[src/rtl/count_sequencer.sv]
// Up/down modulo counter with parallel load and a wrap-counting run FSM.
// Produces the count bus and the registered run-complete status flag.
module count_sequencer #(
  parameter int unsigned WIDTH      = 2,
  parameter int unsigned WRAP_LIMIT = 2
) (
  input  logic             clk_i,
  input  logic             reset_i,
  input  logic             start_i,
  input  logic [WIDTH-1:0] start_value_i,
  input  logic             enable_i,
  input  logic             up_down_i,
  input  logic             load_i,
  input  logic [WIDTH-1:0] load_value_i,
  input  logic             clear_i,
  output logic [WIDTH-1:0] count_o,
  output logic             status_o,
  output logic             busy_o,
  output logic [7:0]       wrap_count_o
);

  localparam logic [7:0] WrapLimit = 8'(WRAP_LIMIT);

  typedef enum logic [1:0] {StIdle, StRun, StDone} state_e;

  state_e           state_q, state_d;
  logic [WIDTH-1:0] count_q, count_d;
  logic [7:0]       wrap_q, wrap_d;
  logic             status_q, status_d;
  logic             wrap_event;

  always_ff @(posedge clk_i or posedge reset_i) begin
    if (reset_i) begin
      state_q  <= StIdle;
      count_q  <= '0;
      wrap_q   <= '0;
      status_q <= 1'b0;
    end else begin
      state_q  <= state_d;
      count_q  <= count_d;
      wrap_q   <= wrap_d;
      status_q <= status_d;
    end
  end

  always_comb begin
    state_d    = state_q;
    count_d    = count_q;
    wrap_d     = wrap_q;
    status_d   = status_q;
    wrap_event = 1'b0;
    unique case (state_q)
      StIdle: begin
        status_d = 1'b0;
        if (start_i) begin
          count_d = start_value_i;
          wrap_d  = '0;
          state_d = StRun;
        end
      end
      StRun: begin
        if (load_i) begin
          count_d = load_value_i;
        end else if (enable_i) begin
          if (up_down_i) begin
            count_d    = count_q + 1'b1;
            wrap_event = &count_q;
          end else begin
            count_d    = count_q - 1'b1;
            wrap_event = ~|count_q;
          end
        end
        // The edge that reaches the limit also retires the run.
        if (wrap_event) begin
          wrap_d = wrap_q + 8'd1;
          if (wrap_d == WrapLimit) begin
            status_d = 1'b1;
            state_d  = StDone;
          end
        end
      end
      StDone: begin
        if (start_i) begin
          count_d  = start_value_i;
          wrap_d   = '0;
          status_d = 1'b0;
          state_d  = StRun;
        end else if (clear_i) begin
          status_d = 1'b0;
          state_d  = StIdle;
        end
      end
      default: begin
        state_d = StIdle;
      end
    endcase
  end

  assign count_o      = count_q;
  assign status_o     = status_q;
  assign busy_o       = (state_q == StRun);
  assign wrap_count_o = wrap_q;

endmodule
[config.mk]
export PLATFORM = sky130hd
export DESIGN_NAME = count_sequencer
export DESIGN_NICKNAME = d
export VERILOG_FILES = /design/src/rtl/count_sequencer.sv
export SDC_FILE = /design/constraint.sdc
export NUM_CORES = 1
export LEC_CHECK = 0
export CAP_MARGIN = 0
export CORE_AREA = 2 2 47 49
export DETAILED_ROUTE_END_ITERATION = 12
export DIE_AREA = 0 0 49 51
export MAX_ROUTING_LAYER = met4
export PLACE_DENSITY = 0.74
export SYNTH_ARGS = -nofsm -noshare
export SYNTH_HDL_FRONTEND = slang
export SYNTH_SLANG_ARGS = --single-unit
export TNS_END_PERCENT = 1
[constraint.sdc]
create_clock -name clk_i -period 2 [get_ports clk_i]
set_input_delay 0.6 -clock clk_i [delete_from_list [all_inputs] [get_ports clk_i]]
set_output_delay 0.6 -clock clk_i [all_outputs]
set_load 0.02 [all_outputs]
# --- After elaboration in Yosys (flattened, before gate mapping) ---
# Index checks and enable logic that the tools add are counted.
totals:
  reg_bits: 13
  input_bits: 11
classes:
  reduce_logical: 11
  n_eq_ne: 9
  muxes: 23
  add_sub_neg: 3
ops:
  columns: ["op", "count"]
  rows:
  - ["$mux W2", 9]
  - ["$mux W8", 2]
  - ["$pmux W8 S2", 1]
  - ["$add A8 B1 Y8 const B", 1]
  - ["$eq A8 B2 Y1 const B", 1]
  - ["$mux W1", 8]
  - ["$reduce_and A4 Y1", 2]
  - ["$ne A2 B1 Y1 const B", 3]
  - ["$ne A3 B3 Y1 const B", 2]
  - ["$pmux W2 S3", 1]
  - ["$reduce_and A3 Y1", 2]
  - ["$pmux W2 S2", 1]
  - ["$reduce_or A2 Y1", 2]
  - ["$pmux W1 S3", 1]
  - ["$reduce_bool A3 Y1", 1]
  - ["$add A2 B1 Y2 const B", 1]
  - ["$eq A2 B1 Y1 const B", 1]
  - ["$eq A2 B2 Y1 const B", 1]
  - ["$logic_not A2 Y1", 1]
  - ["$ne A2 B2 Y1 const B", 1]
  - ["$reduce_and A2 Y1", 1]
  - ["$reduce_bool A2 Y1", 1]
  - ["$sub A2 B1 Y2 const B", 1]
  - ["$logic_not A1 Y1", 1]

# --- Depth between registers and ports, before layout ---
# Gate-level depths: netlist of run 1.
depth:
  ltp_word: 8
  mapped_depth: 5
  ltp_nobuf: 5

# --- Worst setup path before layout of run 1 ---
# No wires, ideal clock.
synth_path:
  path_kind: "in2reg"
  from: "input up_down_i"
  to: "register wrap_q[4], in the netlist wrap_count_o[4]"
  t_required_ns: 1.920
  arrival_time_ns: 1.849
  setup_slack_ns: 0.071
  cell_stages: 5
  setup_time_ns: 0.080
  path_buffers: 1
  cell_sequence: "or3_4 > a211oi_2 > buf_4 > mux2_1 > mux2i_1"
synth_between:
  elab_chain_len: 6
synth_lines:
  columns: ["item", "line", "source"]
  rows:
  - ["start: declaration", "12", "input logic up_down_i,"]
  - ["$mux W1", "65", "if (up_down_i) begin"]
  - ["$mux W1", "64", "end else if (enable_i) begin"]
  - ["$mux W1", "62", "if (load_i) begin"]
  - ["$mux W1", "52", "unique case (state_q)"]
  - ["$ne A2 B1 Y1 (no source line)", null, null]
  - ["$reduce_and A3 Y1 (no source line)", null, null]
  - ["end signal: assignment", "41", "wrap_q <= wrap_d;"]
  - ["end: declaration", "28", "logic [7:0] wrap_q, wrap_d;"]
# Every way passes these cells. The select of a mux whose other input is x is not followed.
# A chain may end at the register's enable or synchronous reset.

# --- Worst setup path after layout of run 1 ---
layout_path:
  from: "input enable_i"
  to: "register wrap_q[5], in the netlist wrap_count_o[5]"
layout_between:
  elab_chain_len: 5
layout_lines:
  columns: ["item", "line", "source"]
  rows:
  - ["start: declaration", "11", "input logic enable_i,"]
  - ["$mux W1", "64", null]
  - ["$mux W1", "62", null]
  - ["$mux W1", "52", null]
  - ["$ne A2 B1 Y1 (no source line)", null, null]
  - ["$reduce_and A3 Y1 (no source line)", null, null]
# Every way passes these cells. The select of a mux whose other input is x is not followed.

==> results of run 1 <==
per-layer routing:
layer / GRT usage [%] / wire, µm
met2: 33.8 / 1010
met4: 7.14 / 29
met3: 2.63 / 67
met1: 22.1 / 919
met5: - / 0
cell type report:
| class | count | area, µm² |
|---|---|---|
| timing repair buffer | 39 | 353 |
| clock buffer | 4 | 26.3 |
| multi-input combinational | 72 | 561 |
| sequential | 13 | 327 |
| inverter | 4 | 15.0 |
| fill | 185 | 747 |
| tap | 28 | 35.0 |
cells in the final DEF (no fill, tap or decap), types with 3 or more instances in the layout:
master / count
sky130_fd_sc_hd__nand2b_1: 4
sky130_fd_sc_hd__buf_4: 17
sky130_fd_sc_hd__and3_1: 4
sky130_fd_sc_hd__nand3_1: 3
sky130_fd_sc_hd__inv_1: 4
sky130_fd_sc_hd__dfrtp_1: 12
sky130_fd_sc_hd__dlymetal6s2s_1: 3
sky130_fd_sc_hd__nor2_1: 3
sky130_fd_sc_hd__o21ai_0: 4
sky130_fd_sc_hd__clkdlybuf4s50_1: 17
sky130_fd_sc_hd__mux2i_1: 5
sky130_fd_sc_hd__nand2_1: 5
sky130_fd_sc_hd__clkbuf_4: 3
sequential cells by signal, summed over array words and instances, names as in the netlist:
name          count
wrap_count_o      8
count_o           2
status_o          1
state_q           2
power breakdown:
group,internal [µW],switching (µW)
clock,77.5,88.1
sequential,319,47.1
combinational,335,316
cells by family (layout without fill, tap and decap cells):
logic type,after synthesis,count (layout)
flops,13,13
compound gates,23,23
xor+xnor,3,3
buf+inv,7,47
fa+ha+maj,2,2
mux,11,11
simple gates,33,33
worst paths after layout:
kind | end | depth (start not counted)
max reg2reg | wrap_count_o[5]$_DFFE_PP0P_ | 5
max | wrap_count_o[5]$_DFFE_PP0P_ | 6
min | status_o$_DFFE_PP0P_ | 1
min in group asynchronous | wrap_count_o[5]$_DFFE_PP0P_ | 2
max in group asynchronous | wrap_count_o[3]$_DFFE_PP0P_ | 2
min reg2reg | status_o$_DFFE_PP0P_ | 1
metrics by stage:
stage | utilization, % | setup TNS (ns)
floorplan | - | 0
global placement | 61.9 | -2.60
detailed placement | 61.9 | -2.80
CTS | 63.4 | 0
global route | 63.8 | -0.0690
finish | 63.8 | 0
what timing repair did:
item,CTS,global route
setup endpoints to repair,8,5
resized for setup,3,3
cloned,0,0
buffers inserted,1,0
==> flow_summary.json, run 1 <==
{
  "row_count": 17,
  "number_of_antenna_violations_at_the_first_check_in_global_routing": 0,
  "initial_cell_density_of_the_core_pct": 44.4,
  "place_worst_setup_slack_ns": -0.370,
  "critical_path_type": "input pin to flop",
  "crit_fanout": 7,
  "path_cells": "clkdlybuf4s50_1, or2b_1, a211oi_2, buf_4, mux2_1, mux2i_1",
  "ys_top_cells_by_area": "sky130_fd_sc_hd__dfrtp_1 36%, sky130_fd_sc_hd__mux2i_1 5.5%, sky130_fd_sc_hd__and3_1 2.7%",
  "post-synth-top-count-cell": "sky130_fd_sc_hd__dfrtp_1",
  "yosys_register_bits": 13,
  "final_critical_path_setup_slack_ns": 0.0498,
  "slew_headroom_pct": 67.5,
  "dpl.cell_count": 155,
  "first_iter_violations": 24,
  "drtAntennaViolNets": 0,
  "routed_wl_um": 2030,
  "arrival_ns": 2.16,
  "global_route_total_overflow": 0,
  "avgViaCountPerCell": 5.57,
  "finalHoldViolations": 0,
  "finalHoldWorstSlack_ns": 0.518,
  "maximum_clock_rate_mhz": 513,
  "area_growth_pct": 43.7,
  "timing.final.crit_share_pct": 97.5,
  "finish.net_count": 146,
  "ys_dominant_reg_cell": "sky130_fd_sc_hd__dfrtp_1",
  "postSynthNetCount": 105,
  "final_max_slew_viol_count": 0,
  "power.ir.vdd_worst_v": 0.000538,
  "synth_compound_gate_area_share_pct": 19.8,
  "yosys-mux-area-fraction_pct": 14.5,
  "core_region_area_um2": 2060,
  "setup_viol": 0,
  "fp.dieW_um": 49,
  "finalClockSkew_ns": 0.00288,
  "setup.reg_to_reg.worst_slack_ns": 0.23,
  "maxCapViolCount": 0,
  "clock_sink_count": 13,
  "timing.hold.worst.class": "flop to flop",
  "ys_types": 42,
  "synth_edf_count": 0,
  "yosysWarnings": 0,
  "worst_path_max_delay_cell": "sky130_fd_sc_hd__clkdlybuf4s50_1",
  "cts_max_path_buffers": 2,
  "yosysSeqAreaShare_pct": 35.5,
  "outcome": "finished clean",
  "final_area_um2": 1320,
  "die_height_um": 51,
  "insertion_delay_ns": 0.28,
  "cts_tree": "done",
  "critical_path.endpoint_type": "flop",
  "synth_area_um2": 916,
  "synthDominantAreaCellType": "sky130_fd_sc_hd__dfrtp_1",
  "place_area_um2": 1280,
  "grt_start_max_net_pins": 14,
  "post_synth_and_or_nand_nor_area_fraction_pct": 21.3,
  "final_cell_count_no_fill": 160,
  "min-delay-start": "status_o$_DFFE_PP0P_",
  "numPortBuffers": 22,
  "grt_setup_unrepaired": "yes",
  "cellLeakagePower_uw": 0.000597,
  "num_antenna_cells": 0,
  "post-dp-hpwl_um": 1550,
  "post_cts_hold_buffer_count": 0,
  "worst_setup_path_startpoint": "enable_i",
  "wire_per_inst_um": 12.7,
  "gp_routability_congestion": 0.817,
  "total_number_of_vias": 891,
  "reg_to_reg_startpoint": "count_o[1]$_DFFE_PP0P_",
  "post-synth-top-area-fraction_pct": 35.5,
  "synth_top_cells_by_count": "13 x sky130_fd_sc_hd__dfrtp_1, 5 x sky130_fd_sc_hd__mux2i_1, 5 x sky130_fd_sc_hd__nand2_1",
  "timing.critical_path.slowest_cell_delay_ns": 0.47,
  "post_route_cells_drive_above_1_share_pct": 25.8,
  "synthesis.area_per_instance_um2": 9.96,
  "global_route_wire_length_before_repair_um": 3590,
  "syn-instance-count": 92,
  "post-route-min-period_ns": 1.95,
  "design_power_total_uw": 1180,
  "cts-htree-levels": 1,
  "synth-async-reset-ratio_pct": 100,
  "slew_at_the_pin_closest_to_its_max_slew_limit_ns": 0.486,
  "total_power_divided_by_cell_area_nw_per_um2": 899,
  "synth-adder-area-share_pct": 2.73,
  "tritoncts_buffer_count": 3,
  "critical_path_required_ns": 2.21,
  "cp_top_delay_family": "buffers and inverters",
  "worst_setup_path_start_kind": "input pin",
  "count_of_boundary_i_o_pins": 23,
  "xor_and_xnor_fraction_of_the_mapped_netlist_area_pct": 2.87,
  "die_area_um2": 2500,
  "drt_drc_violations_left": 0,
  "timing.critical_path.buf_inv": 2,
  "cts.reportedPaths.clkPinSlew_ns": 0.08,
  "track_usage_pct": 19.0,
  "ctsRootBufferMaster": "sky130_fd_sc_hd__clkbuf_4",
  "dr.pass1.iters": 4,
  "combinational_family_with_the_most_area_after_synthesis": "simple AND/OR/NAND/NOR gates",
  "first_global_vias": 855
}
(Power assumes the default switching activity.)
==> inputs of run 2 (changes only) <==
Settings changed: ABC_CLOCK_PERIOD_IN_PS set to 2000, SETUP_SLACK_MARGIN set to 0.2.
==> run 2 against run 1 <==
Net effect:
- non-clock buffer count is 2 lower
- combinational power is 4.8% lower
- critical path depth is 1 lower
- critical endpoint is now wrap_count_o[4]$_DFFE_PP0P_
- highest routed layer unchanged
==> flow_summary.json, run 2 (synthesis gave the netlist of run 1 again) <==
{
  "arrival_ns": 2.02,
  "die_height_um": 51,
  "final_cell_count_no_fill": 158,
  "timing.critical_path.slowest_cell_delay_ns": 0.46,
  "number_of_antenna_violations_at_the_first_check_in_global_routing": 0,
  "ctsRootBufferMaster": "sky130_fd_sc_hd__clkbuf_4",
  "gp_routability_congestion": 0.841,
  "post_route_cells_drive_above_1_share_pct": 27.7,
  "critical_path_required_ns": 2.20,
  "slew_headroom_pct": 65.9,
  "first_iter_violations": 18,
  "cellLeakagePower_uw": 0.000600,
  "fp.dieW_um": 49,
  "insertion_delay_ns": 0.27,
  "global_route_wire_length_before_repair_um": 3750,
  "post_cts_hold_buffer_count": 0,
  "post-route-min-period_ns": 1.82,
  "finish.net_count": 144,
  "worst_setup_path_start_kind": "flop",
  "maximum_clock_rate_mhz": 551,
  "global_route_total_overflow": 0,
  "row_count": 17,
  "timing.hold.worst.class": "flop to flop",
  "post-dp-hpwl_um": 1670,
  "critical_path_type": "flop to flop",
  "avgViaCountPerCell": 5.59,
  "setup_viol": 0,
  "regArea_um2": 328,
  "final_max_slew_viol_count": 0,
  "track_usage_pct": 20.2,
  "timing.final.crit_share_pct": 90.8,
  "initial_cell_density_of_the_core_pct": 44.4,
  "cts.reportedPaths.clkPinSlew_ns": 0.08,
  "finalHoldViolations": 0,
  "place_worst_setup_slack_ns": -0.358,
  "multi_input_area_um2": 583,
  "die_area_um2": 2500,
  "dr.pass1.iters": 4,
  "total_power_divided_by_cell_area_nw_per_um2": 892,
  "final.fill_count": 200,
  "mostFrequentLayoutCell": "sky130_fd_sc_hd__buf_4",
  "grt_setup_unrepaired": "yes",
  "final_critical_path_setup_slack_ns": 0.184,
  "finalHoldWorstSlack_ns": 0.495,
  "numPortBuffers": 22,
  "routed_wl_um": 2140,
  "critical_path.endpoint_type": "flop",
  "worst_path_max_delay_cell": "sky130_fd_sc_hd__dfrtp_2",
  "slew_at_the_pin_closest_to_its_max_slew_limit_ns": 0.511,
  "num_antenna_cells": 0,
  "finalClockSkew_ns": 0.00605,
  "grt_start_max_net_pins": 14,
  "cts-htree-levels": 1,
  "dpl.cell_count": 154,
  "wire_per_inst_um": 13.5,
  "clock_sink_count": 13,
  "drtAntennaViolNets": 0,
  "final_cell_mix": "14 x sky130_fd_sc_hd__buf_4, 13 x sky130_fd_sc_hd__dlygate4sd2_1, 11 x sky130_fd_sc_hd__dfrtp_1",
  "maxCapViolCount": 0,
  "crit_fanout": 7,
  "core_region_area_um2": 2060,
  "cts_max_path_buffers": 2,
  "drt_drc_violations_left": 0,
  "outcome": "finished clean",
  "cts_tree": "done",
  "total_number_of_vias": 884,
  "power.ir.vdd_worst_v": 0.000602,
  "area_growth_pct": 42.5,
  "path_cells": "or3_4, a211oi_4, buf_6, mux2_4, mux2i_1",
  "first_global_vias": 872,
  "design_power_total_uw": 1160,
  "count_of_boundary_i_o_pins": 23,
  "tritoncts_buffer_count": 3,
  "largest_register_ffs": 8,
  "post_cts.repair.setup_buffers": 0
}
-- run 2: area by class of cell --
type	count	share of cell area, %
flip-flops and latches	13	25.1
repair buffers	37	24.4
clock buffers	4	2.01
inverters	4	1.15
well taps	28	2.68
multi-input cells	72	44.7
-- run 2: critical path, delay by kind of cell, from the launching register on --
kind / cells / cell delay (ns)
DFF: 1 / 0.46
buffers and inverters: 1 / 0.16
AOI/OAI and AO/OA: 1 / 0.25
muxes: 2 / 0.43
and+or+nand+nor: 1 / 0.43
-- run 2: worst paths after layout --
kind | endpoint | slack (ns) | from | depth (start not counted)
max in group asynchronous | wrap_count_o[3]$_DFFE_PP0P_ | 0.98 | reset_i | 2
worst max register to register | wrap_count_o[4]$_DFFE_PP0P_ | 0.18 | count_o[0]$_DFFE_PP0P_ | 5
worst min register to register | status_o$_DFFE_PP0P_ | 0.49 | status_o$_DFFE_PP0P_ | 1
worst min-delay path | status_o$_DFFE_PP0P_ | 0.49 | status_o$_DFFE_PP0P_ | 1
worst max-delay path | wrap_count_o[4]$_DFFE_PP0P_ | 0.18 | count_o[0]$_DFFE_PP0P_ | 5
min in group asynchronous | wrap_count_o[7]$_DFFE_PP0P_ | 0.65 | reset_i | 2
-- run 2: through the flow --
stage          TNS, ns  util, %  instance area [µm²]
3_3_place_gp     -2.25     62.2                 1280
2_1_floorplan        0        -                  935
3_5_place_dp     -2.59     62.2                 1280
4_1_cts              0     63.1                 1300
5_1_grt              0     63.3                 1310
6_report             0     63.3                 1310
-- run 2: power breakdown --
part | internal [µW] | switching, µW | leakage, µW | total, µW
clock | 77.3 | 84.2 | 0.0000150 | 162
combinational | 308 | 312 | 0.000417 | 620
sequential | 321 | 60.9 | 0.000168 | 382
total | 706 | 457 | 0.000600 | 1160
-- run 2: routing by layer --
| metal | share of wire [%] | up-vias | GRT usage, % |
|---|---|---|---|
| met5 | 0 | - | - |
| met4 | 3.0 | 0 | 8.57 |
| met3 | 3.5 | 7 | 3.51 |
| met2 | 51 | 28 | 36.8 |
| met1 | 42 | 427 | 21.9 |
| li1 | - | 422 | - |
-- run 2: timing repair --
item,in CTS,in global routing
endpoints found under the setup margin,22,11
gates resized for setup,22,1
pin swaps,2,0
gates cloned,0,0
endpoints found under the hold margin,0,0
